**src/rtl/lc3b_pipe_pkg.sv**
```systemverilog
// Shared LC-3b pipeline definitions.
//   PCMUX_*       redirect selector encodings driven by the MEM stage
//   XLEN_DEFAULT  native datapath width
//   fetch_entry_t one fetch-queue entry at native width: {npc, ir}
package lc3b_pipe_pkg;

  localparam logic [1:0] PCMUX_SEQ  = 2'd0;
  localparam logic [1:0] PCMUX_BR   = 2'd1;
  localparam logic [1:0] PCMUX_TRAP = 2'd2;
  localparam logic [1:0] PCMUX_RST  = 2'd3;

  localparam int XLEN_DEFAULT = 16;

  // npc sits in the upper half; the fetch queue packs its word the same way
  typedef struct packed {
    logic [XLEN_DEFAULT-1:0] npc;
    logic [XLEN_DEFAULT-1:0] ir;
  } fetch_entry_t;

endpackage

```
**src/rtl/fetch_fifo.sv**
```systemverilog
// Synchronous FIFO for the fetch queue.
//   clk, rst_n   clock / async active-low reset
//   push_i       write wdata_i at the tail (ignored when full without a pop)
//   pop_i        advance the head (ignored when empty)
//   flush_i      drop all entries; wins over push/pop
//   wdata_i      write word
//   rdata_o      head word (undefined when empty)
//   full_o       count == DEPTH
//   empty_o      count == 0
//   count_o      occupancy, 0..DEPTH
module fetch_fifo #(
  parameter int DEPTH = 4,
  parameter int WIDTH = 32,
  localparam int AW = (DEPTH > 1) ? $clog2(DEPTH) : 1,
  localparam int CW = $clog2(DEPTH + 1)
) (
  input  logic             clk,
  input  logic             rst_n,
  input  logic             push_i,
  input  logic             pop_i,
  input  logic             flush_i,
  input  logic [WIDTH-1:0] wdata_i,
  output logic [WIDTH-1:0] rdata_o,
  output logic             full_o,
  output logic             empty_o,
  output logic [CW-1:0]    count_o
);

  logic [WIDTH-1:0] mem_q [DEPTH];
  logic [AW-1:0]    wptr_q, wptr_d;
  logic [AW-1:0]    rptr_q, rptr_d;
  logic [CW-1:0]    cnt_q, cnt_d;
  logic             do_push, do_pop;

  assign full_o  = (cnt_q == CW'(DEPTH));
  assign empty_o = (cnt_q == '0);
  assign count_o = cnt_q;
  assign rdata_o = mem_q[rptr_q];

  // A push into a full queue is only legal when the head leaves the same cycle.
  assign do_push = push_i & ~flush_i & (~full_o | pop_i);
  assign do_pop  = pop_i  & ~flush_i & ~empty_o;

  // DEPTH is a power of two, so pointers wrap by plain overflow.
  always_comb begin
    wptr_d = wptr_q;
    rptr_d = rptr_q;
    cnt_d  = cnt_q;
    if (flush_i) begin
      wptr_d = '0;
      rptr_d = '0;
      cnt_d  = '0;
    end else begin
      if (do_push) wptr_d = wptr_q + AW'(1);
      if (do_pop)  rptr_d = rptr_q + AW'(1);
      cnt_d = cnt_q + CW'(do_push) - CW'(do_pop);
    end
  end

  always_ff @(posedge clk or negedge rst_n) begin
    if (!rst_n) begin
      wptr_q <= '0;
      rptr_q <= '0;
      cnt_q  <= '0;
    end else begin
      wptr_q <= wptr_d;
      rptr_q <= rptr_d;
      cnt_q  <= cnt_d;
    end
  end

  // Storage needs no reset: an entry is only read after it has been written.
  always_ff @(posedge clk) begin
    if (do_push) mem_q[wptr_q] <= wdata_i;
  end

endmodule

```
**src/rtl/fetch_queue_stage.sv**
```systemverilog
// Fetch stage with a DEPTH-entry {npc, ir} queue between I-mem and the DE latch.
//   clk, rst_n       clock / async active-low reset
//   imem_req/addr    one read per cycle at the current PC
//   imem_r, instr    I-mem ready and returned word for imem_addr
//   dep_stall        DE dependency stall
//   mem_stall        D-mem stall
//   br_stall         a valid branch is in flight downstream; hold the head
//   mem_pcmux        redirect select (SEQ/BR/TRAP/RST)
//   target_pc        taken-branch target
//   trap_pc          trap vector target
//   ld_de            DE latch load enable
//   de_v/npc/ir      queue head presented to DE, zeroed when not valid
module fetch_queue_stage
  import lc3b_pipe_pkg::*;
#(
  parameter int              XLEN     = XLEN_DEFAULT,
  parameter int              DEPTH    = 4,
  parameter logic [XLEN-1:0] RESET_PC = '0
) (
  input  logic            clk,
  input  logic            rst_n,
  output logic            imem_req,
  output logic [XLEN-1:0] imem_addr,
  input  logic            imem_r,
  input  logic [XLEN-1:0] instr,
  input  logic            dep_stall,
  input  logic            mem_stall,
  input  logic            br_stall,
  input  logic [1:0]      mem_pcmux,
  input  logic [XLEN-1:0] target_pc,
  input  logic [XLEN-1:0] trap_pc,
  output logic            ld_de,
  output logic            de_v,
  output logic [XLEN-1:0] de_npc,
  output logic [XLEN-1:0] de_ir
);

  localparam int CW = $clog2(DEPTH + 1);

  logic [XLEN-1:0]   pc_q, pc_d;
  logic [XLEN-1:0]   pc_plus2;
  logic              redirect, push, pop;
  logic [2*XLEN-1:0] q_wdata, q_rdata;
  logic              q_empty;
  logic              unused_full;
  logic [CW-1:0]     q_count;

  assign pc_plus2 = pc_q + XLEN'(2);   // wraps modulo 2^XLEN
  assign redirect = (mem_pcmux != PCMUX_SEQ);

  assign ld_de = ~(dep_stall | mem_stall);
  assign pop   = ld_de & ~q_empty & ~br_stall & ~redirect;

  // rst_n gates the request so nothing is issued while reset is held,
  // even though the queue already reads empty.
  assign imem_req = rst_n & ~br_stall & ~redirect & ((q_count < CW'(DEPTH)) | pop);
  assign push     = imem_req & imem_r;
  assign imem_addr = pc_q;

  // Redirect outranks the sequential advance; a dropped response leaves pc alone.
  always_comb begin
    pc_d = pc_q;
    if (redirect) begin
      unique case (mem_pcmux)
        PCMUX_BR:   pc_d = target_pc;
        PCMUX_TRAP: pc_d = trap_pc;
        default:    pc_d = RESET_PC;
      endcase
    end else if (push) begin
      pc_d = pc_plus2;
    end
  end

  always_ff @(posedge clk or negedge rst_n) begin
    if (!rst_n) pc_q <= RESET_PC;
    else        pc_q <= pc_d;
  end

  assign q_wdata = {pc_plus2, instr};

  fetch_fifo #(
    .DEPTH (DEPTH),
    .WIDTH (2*XLEN)
  ) u_fifo (
    .clk     (clk),
    .rst_n   (rst_n),
    .push_i  (push),
    .pop_i   (pop),
    .flush_i (redirect),
    .wdata_i (q_wdata),
    .rdata_o (q_rdata),
    .full_o  (unused_full),   // the request uses count so the pop bypass stays explicit
    .empty_o (q_empty),
    .count_o (q_count)
  );

  // No bypass: a word pushed this cycle is only visible from the next cycle.
  assign de_v   = ~q_empty & ~br_stall;
  assign de_npc = de_v ? q_rdata[2*XLEN-1:XLEN] : '0;
  assign de_ir  = de_v ? q_rdata[XLEN-1:0]      : '0;

endmodule

```
**config.mk**
```make
export PLATFORM = sky130hd
export DESIGN_NAME = fetch_queue_stage
export DESIGN_NICKNAME = d
export VERILOG_FILES = /design/src/rtl/lc3b_pipe_pkg.sv /design/src/rtl/fetch_fifo.sv /design/src/rtl/fetch_queue_stage.sv
export SDC_FILE = /design/constraint.sdc
export NUM_CORES = 1
export LEC_CHECK = 0
export ABC_AREA = 1
export CAP_MARGIN = 15
export CORE_MARGIN = 4
export CORE_UTILIZATION = 40
export CTS_CLUSTER_DIAMETER = 200
export DETAILED_ROUTE_END_ITERATION = 7
export GPL_TIMING_DRIVEN = 1
export PLACE_DENSITY = 0.69
export SYNTH_ARGS = -nofsm -noshare
export SYNTH_HDL_FRONTEND = slang
export SYNTH_HIERARCHICAL = 1
export SYNTH_SLANG_ARGS = --single-unit
```
**constraint.sdc**
```tcl
create_clock -name clk -period 3.4 [get_ports clk]
set_clock_uncertainty 0.2 [all_clocks]
set_input_delay 0.68 -clock clk [delete_from_list [all_inputs] [get_ports clk]]
set_output_delay 0.68 -clock clk [all_outputs]
set_load 0.03 [all_outputs]
```
# After elaboration in Yosys (flattened, before gate mapping)
# Memory sizes are Yosys's and may differ from the RTL's.
# Cells that the tools add are included.
# Widths: inputs -> output; s select.
# totals
reg_bits	23
ram_bits	128
input_bits	56
out_inout_bits	51
wordCells	51
mem_count	1
# classes
n_addsub	5
order_cmp	1
eq_ne	3
muxes	12
bitwise_logic	20
reduce_logical	5
# memory_table
memory	words	word_bits	rd	rd_clocked_by_memory_dff	wr	line_no	source
u_fifo.mem_q	4	32	1	0	1	fetch_fifo.sv:29	logic [WIDTH-1:0] mem_q [DEPTH];
# op_table
op	count
$mux 16	4
$pmux 16 s2	1
$add 16x2->16 const B	1
$and 1x1->1	12
$mux 2	4
$reduce_bool 2->1	4
$not 1->1	5
$add 2x1->2 const B	2
$add 3x1->3	1
$eq 3x3->1 const B	1
$logic_not 3->1	1
$lt 3x3->1 const B	1
$mux 3	1
$or 1x1->1	3
$sub 3x1->3	1
$eq 2x1->1 const B	1
$eq 2x2->1 const B	1
$mux 1	2

# Longest topological paths before layout
# logic_depth
word_depth	13
depth_mapped	19
mapped_depth_nobuf	19

# By module
# The synthesis kept the hierarchy.
# by_module_without_submodules
module	instances	cells_per_inst	area_each_um2	seq_area_each_um2
fetch_fifo	1	370	5182.5	4018.9
fetch_queue_stage	1	291	1672.9	400.4

# Worst setup path before layout
# OpenSTA, ideal clock, no wires.
# synth_timing
path_type	input port to flip-flop
from	in mem_stall
to	mem u_fifo.mem_q[0][0], enable pin
arrival_ps	3289
required_time_ps	2779
slack_ps	-510
path_stages	9
path_cell_list	nor2_1 > nand2_1 > nand2_1 > nand3_2 > inv_1 > inv_1 > nor2_1 > nand2_1 > nor2_1
# synth_between
elab_chain_len	12
word_cells_on_any_way	13
classes_between	mux: 2; bitwise: 11
# synth_rtl
element	line_no	source
start: declaration	fetch_queue_stage.sv:27	input logic mem_stall,
$or 1x1->1	fetch_queue_stage.sv:51	assign ld_de = ~(dep_stall | mem_stall);
$not 1->1	fetch_queue_stage.sv:51	
$and 1x1->1 (3 in series)	fetch_queue_stage.sv:52	assign pop = ld_de & ~q_empty & ~br_stall & ~redirect;
$or 1x1->1	fetch_queue_stage.sv:56	assign imem_req = rst_n & ~br_stall & ~redirect & ((q_count < CW'(DEPTH)) | pop);
$and 1x1->1	fetch_queue_stage.sv:56	
$and 1x1->1	fetch_queue_stage.sv:57	assign push = imem_req & imem_r;
net push	fetch_queue_stage.sv:42	logic redirect, push, pop;
$and 1x1->1 (2 in series)	fetch_fifo.sv:41	assign do_push = push_i & ~flush_i & (~full_o | pop_i);
$mux 1	fetch_fifo.sv:74	if (do_push) mem_q[wptr_q] <= wdata_i;
$mux 1 (not written as such)	fetch_fifo.sv:74	
end: declaration	fetch_fifo.sv:29	
# The timed path passes the listed nets, and every way through them passes these cells.

# Worst setup path after layout
# layout_timing
from	in br_stall
to	out de_ir[6]
# layout_between
elab_chain_len	3
# layout_rtl
element	line_no	source
start: declaration	fetch_queue_stage.sv:28	input logic br_stall,
$not 1->1	fetch_queue_stage.sv:98	assign de_v = ~q_empty & ~br_stall;
$and 1x1->1	fetch_queue_stage.sv:98	
$mux 16	fetch_queue_stage.sv:100	assign de_ir = de_v ? q_rdata[XLEN-1:0] : '0;
end: declaration	fetch_queue_stage.sv:35	output logic [XLEN-1:0] de_ir
# Every way passes these cells.

==> metrics.md <==
| Metric | Value |
|---|---|
| Clk pin slew, worst setup/hold paths | about 60 ps |
| Die Y | 139 µm |
| Share of layout cells above drive strength 1 | a little under an eighth |
| CP startpoint | br_stall |
| Wire per inst | about 15 µm |
| Setup Buffers After CTS | 0 |
| NetSw | 0.000890 W |
| Worst slew pin tran | 519 ps |
| N_diodes | 0 |
| Routed Antenna Nets | 0 |
| Largest net degree at the start of global routing | 47 |
| DRT iter0 DRCs | 307 |
| I/O Buffers | ~110 |
| Comb pwr share | approximately 7% |
| Total CTS buffers | 17 |
| Worst min-delay path endpoint | imem_addr[2] |
| Worst hold stages | 2 |
| Crit Path Class | input pin to output pin |
| Hold_sp | imem_addr[2] |
| Kind of end point of the critical path | output pin |
| Clock buffer depth | 2 |
| Syn avg cell area | between 10 and 15 µm² |
| Peak VDD IR | around 0.33 mV |
| CP max-delay cell | clkdlybuf4s50_1 |
| Setup TNS | 0 ps |
| Cell Area, Synth | approximately 7000 µm² |
| Fin. max-slew vios | 0 |
| Final instance area | slightly below 9000 µm² |
| Period minus WS final | approximately 3300 ps |
| Synth Instances | between 600 and 700 |
| Core Region | between 15000 and 20000 µm² |
| Post-Route WL | 15.0 mm |
| Switching Share | approximately 21% |
| Int Power | 0.00340 W |
| Leak pwr | between 3 and 4 nW |
| Startpoint Class | input pin |
| Crit path cell chain | clkdlybuf4s50_1 > nor2_1 > inv_1 > nor2_1 > clkdlybuf4s50_1 |
| Ys Warns | 6 |
| Layout area overhead | 28.7% |
| Worst EP required | 2520 ps |
| First-pass GRT wire length | 24.2 mm |
| HPWL after DPL | between 9 and 10 mm |
| Highest Signal Layer | met4 |
| # IOs | around 110 |
| Worst Reg-to-Reg Cells | 19 |
| Flop pwr share | 48.3% |
| Synthesized net count | ~730 |
| Number of nets in the layout | between 800 and 900 |
| Crit path largest cell delay | a little under 700 ps |
| Hold Fails Final Rpt | 0 |
| Met2 WL | between 7 and 8 mm |
| GRT Total Usage | between 10% and 20% |
| Placed cell area | roughly 8200 µm² |
| Fmax achieved | 307 MHz |
| Cts repair resizes | 0 |
| Row count | 47 |
| CTS tree | done |
| Die X | 139 µm |
| Via density | between 4 and 5 |
| RSZ-0062 raised after global routing | no |
| Status | finished, final reports clean |
| Fin crit share | approximately 96% |
| Vias in the first global route | between 4000 and 5000 |
| H-tree depth | 4 |
| Final setup fails | 0 |
| CP top delay family | buffers and inverters |
| Slew margin rel. | between 60 and 70% |
| Met3 wire length | approximately 1.1 mm |
| Maxcap violations | 0 |
| CTS sink count | 151 |
| Die area | a little under 20000 µm² |
| Reg-to-reg endpoint | u_fifo/count_o[2] |
| Clock power share | ~45% |
| Initial Utilization | 41.0% |
| GPL Wtd Cong | between 0.7 and 0.8 |
| Total number of vias | approximately 4900 |
| Total iterations of the first detailed-routing run | 5 |
| Worst r2r src | u_fifo/count_o[1] |
| Initial antenna violation count | 0 |
| Hold_buf cts | 0 |
| Clk root buf | clkbuf_16 |
| P per Cell Area | ~490 nW/µm² |
| DRC | 0 |
| HP Class | flip-flop to flip-flop |
| Post-Route M1 WL | approximately 6.7 mm |
| CP bufs+invs | 3 |
| Setup slack, reg-to-reg | approximately 800 ps |
| Grt ovf | 0 |
| Critical Path AT | approximately 2400 ps |
| Insertion delay to the later sink of the worst-skew pair | 410 ps |
| CP Max Fanout | 4 |
[power by group through the flow]
stage                     logic (W)  clock network, W  registers (W)
after floorplan            0.000106                 0        0.00214
after global placement     0.000294                 0        0.00211
after detailed placement   0.000297                 0        0.00211
after CTS                  0.000299           0.00196        0.00207
after global routing       0.000324           0.00205        0.00208
final                      0.000296           0.00192        0.00207
[flip-flops by register name, summed over array words and instances (netlist names)]
name and count:
u_fifo/mem_q 128, u_fifo/rptr_q 2, imem_addr 16, u_fifo/count_o 3
u_fifo/wptr_q 2
[worst reg2reg max path: stages (launching register included)]
cell     delay (ps)
dfrtp_1         420
nor2_1           90
nand2_1          90
inv_1            50
inv_1            50
nand2_1          60
nand2_1          90
nand3_2          70
inv_1            60
inv_1            30
nor2_1          170
nand2_1         100
ha_1            270
inv_1            50
ha_1            120
inv_1            40
fa_1            370
nand2_1          80
nand2_1          40
nor2_1           80
[metal layers]
layer | vias to the layer above | global-route usage [%]
met5 | - | 0
met4 | 0 | 4.33
met3 | 4 | 5.34
met2 | 134 | 25.5
met1 | 2300 | 20.5
li1 | 2484 | -
[per-stage QoR]
step	instances	setup slack, ps	hold WS [ps]	total power (W)	utilization, %
after detailed placement	978	5.25	346	0.00241	49.1
after global placement	978	68.6	334	0.00241	49.1
final	1009	146	362	0.00429	52.8
after floorplan	660	-510	184	0.00225	-
after global routing	1009	29.7	392	0.00445	52.8
after CTS	1009	27.8	363	0.00433	52.7
[placed cells by master (no fill, tap or decap), types with 19 or more instances in the layout]
cell type	n
o21ai_0	64
dfrtp_1	22
nand2_1	91
nor2_1	119
buf_4	49
inv_1	70
a21oi_1	19
o22ai_1	32
edfxtp_1	128
nand3_1	23
clkdlybuf4s50_1	75
[cell type report]
class	count	area [µm²]
Timing Repair Buffer	129	1210
Multi-Input combinational cell	406	2030
Clock inverter	13	178
Inverter	72	273
Fill cell	1501	7880
Tap cell	220	275
Sequential cell	151	4420
Clock buffer	18	429
[how the worst max path moves through the flow]
stage | depth (start not counted) | endpoint
floorplan | 9 | u_fifo/mem_q[0][0]
finish | 5 | de_ir[6]
detailed placement | 17 | u_fifo/count_o[2]
global placement | 17 | u_fifo/count_o[2]
CTS | 7 | de_npc[2]
global route | 6 | de_ir[6]
Note: power is estimated with default switching activity, not from simulation.
